===== src/rtl/wbm_spi_cmd_pkg.sv =====
// Shared opcodes, FSM state encoding and helpers for the SPI command Wishbone master.
package wbm_spi_pkg;

  localparam logic [1:0] OP_NOP   = 2'b00;
  localparam logic [1:0] OP_READ  = 2'b01;
  localparam logic [1:0] OP_WRITE = 2'b10;

  localparam logic [7:0] TIMEOUT_BYTE = 8'hFF;

  typedef enum logic [1:0] {
    ST_IDLE  = 2'd0,
    ST_WDATA = 2'd1,
    ST_WB    = 2'd2,
    ST_RSP   = 2'd3
  } state_t;

  // Timeout counter is never narrower than a byte.
  function automatic int tmo_width(input int t);
    int w;
    w = $clog2(t + 1);
    return (w < 8) ? 8 : w;
  endfunction

endpackage


===== src/rtl/wbm_spi_cmd_import.sv =====
// Pulls bytes across from the SPI clock domain: level synchronizer, capture register,
// 4-phase ack and a one-cycle byte strobe. i_en gates acceptance (backpressure).
module wbm_spi_import
  import wbm_spi_pkg::*;
#(
  parameter int SYNC_STAGES = 2,
  parameter int SIZE        = 8
) (
  input  logic            clk,
  input  logic            rst_n,
  input  logic            i_valid,
  input  logic [SIZE-1:0] i_data,
  input  logic            i_en,
  output logic            o_ack,
  output logic            o_stb,
  output logic [SIZE-1:0] o_data
);

  logic [SYNC_STAGES-1:0] r_sync;
  logic                   r_ack;
  logic                   r_stb;
  logic [SIZE-1:0]        r_data;
  logic                   w_vsync;

  assign w_vsync = r_sync[SYNC_STAGES-1];
  assign o_ack   = r_ack;
  assign o_stb   = r_stb;
  assign o_data  = r_data;

  always_ff @(posedge clk or negedge rst_n) begin
    if (!rst_n) begin
      r_sync <= '0;
      r_ack  <= 1'b0;
      r_stb  <= 1'b0;
      r_data <= '0;
    end else begin
      r_sync <= {r_sync[SYNC_STAGES-2:0], i_valid};
      r_stb  <= 1'b0;
      // Data is stable while valid is high, so sampling on vsync is safe.
      if (r_ack) begin
        if (!w_vsync) r_ack <= 1'b0;
      end else if (w_vsync && i_en) begin
        r_data <= i_data;
        r_stb  <= 1'b1;
        r_ack  <= 1'b1;
      end
    end
  end

endmodule


===== src/rtl/wbm_spi_cmd.sv =====
// SPI command decoder driving one classic Wishbone cycle per read/write command.
// Optional WB ack timeout enabled by defining WBM_SPI_CMD_TIMEOUT_EN.
module wbm_spi_cmd
  import wbm_spi_pkg::*;
#(
  parameter int ADDR_W      = 4,
  parameter int SYNC_STAGES = 2,
  parameter int TIMEOUT     = 255
) (
  input  logic              clk,
  input  logic              rst_n,
  input  logic              handshake_valid,
  input  logic [7:0]        handshake_data,
  output logic              handshake_ack,
  output logic              wbm_cyc_o,
  output logic              wbm_stb_o,
  output logic              wbm_we_o,
  output logic [ADDR_W-1:0] wbm_adr_o,
  output logic [7:0]        wbm_dat_o,
  input  logic [7:0]        wbm_dat_i,
  input  logic              wbm_ack_i,
  output logic              rsp_valid,
  output logic [7:0]        rsp_data,
  input  logic              rsp_ready
);

  state_t            r_state;
  logic              r_cyc;
  logic              r_we;
  logic [ADDR_W-1:0] r_adr;
  logic [7:0]        r_dat;
  logic              r_rsp_valid;
  logic [7:0]        r_rsp;

  logic              w_accept;
  logic              w_byte_stb;
  logic [7:0]        w_byte;
  logic              w_expire;
  logic              w_done;
  logic [7:0]        w_rdat;

  assign w_accept = (r_state == ST_IDLE) || (r_state == ST_WDATA);

  wbm_spi_import #(
    .SYNC_STAGES (SYNC_STAGES),
    .SIZE        (8)
  ) u_import (
    .clk     (clk),
    .rst_n   (rst_n),
    .i_valid (handshake_valid),
    .i_data  (handshake_data),
    .i_en    (w_accept),
    .o_ack   (handshake_ack),
    .o_stb   (w_byte_stb),
    .o_data  (w_byte)
  );

`ifdef WBM_SPI_CMD_TIMEOUT_EN
  localparam int TW = tmo_width(TIMEOUT);
  logic [TW-1:0] r_tmo;

  always_ff @(posedge clk or negedge rst_n) begin
    if (!rst_n)                r_tmo <= '0;
    else if (r_state != ST_WB) r_tmo <= '0;
    else                       r_tmo <= r_tmo + 1'b1;
  end

  assign w_expire = (r_state == ST_WB) && (r_tmo == TW'(TIMEOUT - 1));
`else
  logic w_unused_tmo;
  assign w_unused_tmo = (TIMEOUT != 0);
  assign w_expire     = 1'b0;
`endif

  // A real ack wins over a simultaneous expiry.
  assign w_done = wbm_ack_i | w_expire;
  assign w_rdat = wbm_ack_i ? wbm_dat_i : TIMEOUT_BYTE;

  always_ff @(posedge clk or negedge rst_n) begin
    if (!rst_n) begin
      r_state     <= ST_IDLE;
      r_cyc       <= 1'b0;
      r_we        <= 1'b0;
      r_adr       <= '0;
      r_dat       <= '0;
      r_rsp_valid <= 1'b0;
      r_rsp       <= '0;
    end else begin
      case (r_state)
        ST_IDLE: begin
          if (w_byte_stb) begin
            if (w_byte[7:6] == OP_READ) begin
              r_adr   <= w_byte[ADDR_W-1:0];
              r_we    <= 1'b0;
              r_cyc   <= 1'b1;
              r_state <= ST_WB;
            end else if (w_byte[7:6] == OP_WRITE) begin
              r_adr   <= w_byte[ADDR_W-1:0];
              r_state <= ST_WDATA;
            end
          end
        end
        ST_WDATA: begin
          if (w_byte_stb) begin
            r_dat   <= w_byte;
            r_we    <= 1'b1;
            r_cyc   <= 1'b1;
            r_state <= ST_WB;
          end
        end
        ST_WB: begin
          if (w_done) begin
            r_cyc <= 1'b0;
            r_we  <= 1'b0;
            if (!r_we) begin
              r_rsp       <= w_rdat;
              r_rsp_valid <= 1'b1;
              r_state     <= ST_RSP;
            end else begin
              r_state <= ST_IDLE;
            end
          end
        end
        ST_RSP: begin
          if (rsp_ready) begin
            r_rsp_valid <= 1'b0;
            r_state     <= ST_IDLE;
          end
        end
        default: r_state <= ST_IDLE;
      endcase
    end
  end

  assign wbm_cyc_o = r_cyc;
  assign wbm_stb_o = r_cyc;
  assign wbm_we_o  = r_we;
  assign wbm_adr_o = r_adr;
  assign wbm_dat_o = r_dat;
  assign rsp_valid = r_rsp_valid;
  assign rsp_data  = r_rsp;

endmodule


===== config.mk =====
export PLATFORM = sky130hd
export DESIGN_NAME = wbm_spi_cmd
export DESIGN_NICKNAME = d
export VERILOG_FILES = /design/src/rtl/wbm_spi_cmd_pkg.sv /design/src/rtl/wbm_spi_cmd_import.sv /design/src/rtl/wbm_spi_cmd.sv
export SDC_FILE = /design/constraint.sdc
export NUM_CORES = 1
export LEC_CHECK = 0
export BUFFER_PORTS_ARGS = -buffer_cell sky130_fd_sc_hd__buf_2
export CORE_ASPECT_RATIO = 2
export CORE_MARGIN = 2
export CORE_UTILIZATION = 45
export DETAILED_ROUTE_END_ITERATION = 16
export PLACE_DENSITY = 0.82
export SLEW_MARGIN = 0
export SYNTH_ARGS = -nofsm -noshare
export SYNTH_HDL_FRONTEND = slang
export SYNTH_HIERARCHICAL = 1
export SYNTH_SLANG_ARGS = --single-unit

===== constraint.sdc =====
create_clock -name clk -period 1.49 [get_ports clk]
set_input_delay 0.2235 -clock clk [delete_from_list [all_inputs] [get_ports clk]]
set_output_delay 0.2235 -clock clk [all_outputs]
set_load 0.02 [all_outputs]

# == Word level (Yosys, flattened, before mapping) ==
# Index checks and enable logic that the tools add are counted.
# word_totals
word_cells,64
regBits,37
# classes
n_reduce_logical,13
n_eq_ne,12
muxes,26
n_bitwise,2
# ops
operator,count
2-bit 2-to-1 mux,7
1-bit 2-to-1 mux,13
5-bit AND reduction,2
4-bit 2-to-1 mux,2
2-bit one-hot mux with 4 select lines,1
"2-bit == test, second input constant",3
"2-bit by 1-bit inequality test with 1-bit output, second input constant",3
"2-bit inequality test, second input constant",3
1-bit one-hot mux with 3 select lines,2
3-bit AND reduction,2
"2-bit by 1-bit == test with 1-bit output, second input constant",2
2-bit AND reduction,2
4-bit AND reduction,1
2-bit nonzero test,2
"3-bit by 1-bit inequality test with 1-bit output, second input constant",1
3-bit nonzero test,1
2-bit zero test,1
1-bit NOT,2
1-bit one-hot mux with 2 select lines,1
1-bit logical AND,1
1-bit logical OR,1

# == Depth between registers and ports, before layout ==
# logic_depth
word_depth,5
ltp_mapped,5

# == By module ==
# The synthesis kept the hierarchy.
# by_module_without_submodules
module,area_per_inst_um2,n_inst,cells_per_inst
wbm_spi_cmd,1138.6,1,84
wbm_spi_import,421.7,1,23

# == Worst setup path after synthesis ==
# No wires, ideal clock.
# synth_path
path_kind,register -> register
start,"register u_import.r_data[6], in the netlist u_import/o_data[6]"
end,"register r_adr[0], in the netlist wbm_adr_o[0]"
path_slack_ns,0.091
arrival_time_ns,1.274
n_path_buf,0
synth_period_minus_slack_ns,1.399
stages_incl_launch_ff,5
required_time_ns,1.365
setup_time_ns,0.125
path_cell_list,dfrtp_1 inv_1 ha_1 nor3_4 mux2_2
# synth_between
elab_chain_len,3
elab_cells_between_ends,5
# synth_rtl
item,line_no,text
start: declaration,wbm_spi_cmd_import.sv:22,logic [SIZE-1:0] r_data;
start signal: assignment,wbm_spi_cmd_import.sv:43,r_data <= i_data;
2-bit by 1-bit == test with 1-bit output / 2-bit == test (equally long branches),"wbm_spi_cmd.sv:92, wbm_spi_cmd.sv:97",
2-bit nonzero test (no source line),--,
3-bit AND reduction (no source line),--,
end signal: assignment,wbm_spi_cmd.sv:93,r_adr <= w_byte[ADDR_W-1:0];
end signal: assignment,wbm_spi_cmd.sv:98,r_adr <= w_byte[ADDR_W-1:0];
end: declaration,wbm_spi_cmd.sv:30,logic [ADDR_W-1:0] r_adr;
# Parallel ways exist; a longest one is shown, timed or not.
# A chain may end at the register's enable or synchronous reset.

# == Final worst setup path ==
# layout_path
start,"register u_import.r_data[6], in the netlist u_import/o_data[6]"
end,"register r_adr[1], in the netlist wbm_adr_o[1]"
# Same word-level chain as after synthesis.

==> flow_metrics.env <==
export IMPL_slew_headroom=0.697
export IMPL_synth_seq_area_share=0.593
export IMPL_cp_end_kind="flop"
export IMPL_wl_per_cell_um=15.2
export IMPL_place_inst=186
export IMPL_hold_violations=0
export IMPL_power_density_nw_per_um2=2190
export IMPL_fmaxAchievable_ghz=0.702
export IMPL_yosys_area_share_simple=0.0946
export IMPL_area_growth_pct=24.6
export IMPL_fp_dieH_um=87.3
export IMPL_layout_cells_non_filler=194
export IMPL_drive_gt1_frac=0.543
export IMPL_critPathArrivalTime_ns=1.59
export IMPL_dp_slack_ns=0.0240
export IMPL_cp_required_ns=1.65
export IMPL_insertion_delay_ns=0.28
export IMPL_cts_inserted_buffers=5
export IMPL_min_period_over_period=0.956
export IMPL_drc=0
export IMPL_tightestPinTransition_ns=0.455
export IMPL_path_buf_inv=1
export IMPL_die_area_um2=3980
export IMPL_finalNetCount=185
export IMPL_p_total_mw=4.27
export IMPL_syn_num_nets=130
export IMPL_cts_sinks=37
export IMPL_grt_start_max_net_pins=38
export IMPL_ioPinCount=46
export IMPL_synth_xor_xnor_area_share=0
export IMPL_routed_wl_mm=2.95
export IMPL_crit_path_cell_trace="inv_1, ha_1, nor3_4, mux2_2"
export IMPL_final_cell_mix="buf_2, dfrtp_1, mux2_2"
export IMPL_synthTopCellsByArea="dfrtp_1, mux2_2, mux2_4, nand3b_4, o21ai_0"
export IMPL_cts_root_buf="clkbuf_8"
export IMPL_cp_start_kind="flop"
export IMPL_ctsResizeCount=0
export IMPL_synth_compound_area_frac=0.0545
export IMPL_critPathSlowestCell="mux2_2"
export IMPL_fillers=261
export IMPL_drtIter0Drc=12
export IMPL_start_util=0.467
export IMPL_viasPerCell=5.32
export IMPL_hold_path_class="input port to flop"
export IMPL_cts_tree="done"
export IMPL_portBuffers=45
export IMPL_post_synth_num_cell_types=25
export IMPL_p_leak_nw=0.986
export IMPL_synth_area_um2=1560
export IMPL_clockBufferDepth=2
export IMPL_gp_congestion=0.805
export IMPL_overflow=0
export IMPL_fin_crit_ns=1.42
export IMPL_antenna_found_initial=0
export IMPL_muxShareOfSynthArea=0.207
export IMPL_grt_pass1_vias=1100
export IMPL_drv_cap=0
export IMPL_die_w_um=45.6
export IMPL_grtUsageTotal=0.168
export IMPL_setup_viol=0
export IMPL_regToRegSetupSlack_ns=0.07
export IMPL_rsz0062_at_grt="false"
export IMPL_diodes=0
export IMPL_grt_pass1_wl_mm=4.71
export IMPL_ctsHtreeMaxLevel=2
export IMPL_drt_antenna_violating_nets=0
export IMPL_dp_final_hpwl_mm=2.27
export IMPL_crit_family="multiplexers"
export IMPL_vias=1033
export IMPL_syn_inst=107
export IMPL_final_max_slew_viol_count=0
export IMPL_yosys_area_share_adder=0.0160
export IMPL_core_um2=3340
export IMPL_first_pass_iters=2
export IMPL_num_rows=30
export IMPL_synth_largest_area_cell="dfrtp_1"
export IMPL_placed_cell_area_um2=1850
export IMPL_clk_pin_slew_ns=0.07
export IMPL_ys_seq_elements=37
export IMPL_layout_commonest_cell="buf_2"
export IMPL_ys_warn_count=6
export IMPL_status="complete, no violations"
export IMPL_crit_fanout=4
export IMPL_path_class="flop to flop"
export IMPL_crit_path_max_incr_delay_ns=0.37
export IMPL_avgSynthCellArea_um2=14.6
export IMPL_ir_drop_mv=0.993
export IMPL_fin_tns_setup_ns=0
export IMPL_finalClockSkew_ns=0.00658
export IMPL_netlist_area_leader_share=0.593
export IMPL_setup_slack_ns=0.0651
export IMPL_fin_area_um2=1940
export IMPL_synth_top_family_by_area="multiplexers"
cells in the mapped netlist (all sizes together):
cell	count
buf	4
o21ai	6
nand2b	2
or2b	1
a31oi	1
dfrtp	37
a32oi	1
mux2	26
o21a	1
and4bb	1
nor3	2
nand3b	3
nor2	2
ha	2
a21oi	5
inv	5
o211ai	1
nand2	6
and2b	1
metal layers:
layer | global-route usage | wire length [um] | part of all wire | vias up
met4 | 0.107 | 96 | 0.033 | 0
met5 | 0 | 0 | 0 | -
li1 | - | - | - | 481
met1 | 0.148 | 1030 | 0.35 | 502
met3 | 0.0436 | 179 | 0.061 | 10
met2 | 0.307 | 1650 | 0.56 | 40
where the power goes:
| part | leakage (nW) | switching (mW) | total, mW | internal, mW |
|---|---|---|---|---|
| sequential | 0.444 | 0.281 | 1.74 | 1.46 |
| clock | 0.0443 | 0.316 | 0.683 | 0.366 |
| combinational | 0.497 | 0.961 | 1.85 | 0.887 |
logic make-up (layout without fill, tap and decap cells):
logic type                 after synthesis  after routing
DFF                                     37             37
muxes                                   26             26
adders and majority gates                2              2
and+or+nand+nor                         18             18
AOI/OAI and AO/OA                       15             15
buffers and inverters                    9             64
final cells by class:
cell class                      count  area, um^2  share of cell area
Clock buffer                        7        86.3              0.0444
Inverter                            5        18.8             0.00965
Multi-Input combinational cell     61         581               0.299
Sequential cell                    37         926               0.476
Tap cell                           32        40.0              0.0206
Timing Repair Buffer               52         293               0.151
worst register-to-register path, cell delays in order (launching register included):
cell and delay, ns:
dfrtp_1 0.35, inv_1 0.06, ha_1 0.32, nor3_4 0.21, mux2_2 0.37
timing repair:
action	in CTS	in global routing
hold buffers	1	0
setup buffers	0	0
endpoints found under the setup margin	0	4
endpoints found under the hold margin	37	0
stage by stage:
| step | utilization | hold slack, ns |
|---|---|---|
| finish | 0.582 | 0.0414 |
| global route | 0.582 | 0.0360 |
| CTS | 0.582 | 0.0319 |
| detailed placement | 0.553 | 0.290 |
| global placement | 0.553 | 0.279 |
| floorplan | - | -0.0721 |
sequential cells by signal, indices dropped and copies added (netlist names):
name / count
rsp_valid: 1
wbm_we_o: 1
wbm_dat_o: 8
u_import/r_sync: 2
rsp_data: 8
u_import/o_stb: 1
r_state: 2
wbm_adr_o: 4
u_import/o_data: 8
u_import/o_ack: 1
wbm_cyc_o: 1
final timing paths:
kind                                     from  cells after the start            endpoint
setup reg to reg           u_import/o_data[6]                      4        wbm_adr_o[1]
hold reg to reg            u_import/r_sync[0]                      0  u_import/r_sync[1]
min in group asynchronous               rst_n                      3           wbm_cyc_o
max in group asynchronous               rst_n                      3        wbm_dat_o[0]
hold / removal                handshake_valid                      1  u_import/r_sync[0]
setup / recovery           u_import/o_data[6]                      4        wbm_adr_o[1]
(Power assumes the default switching activity.)
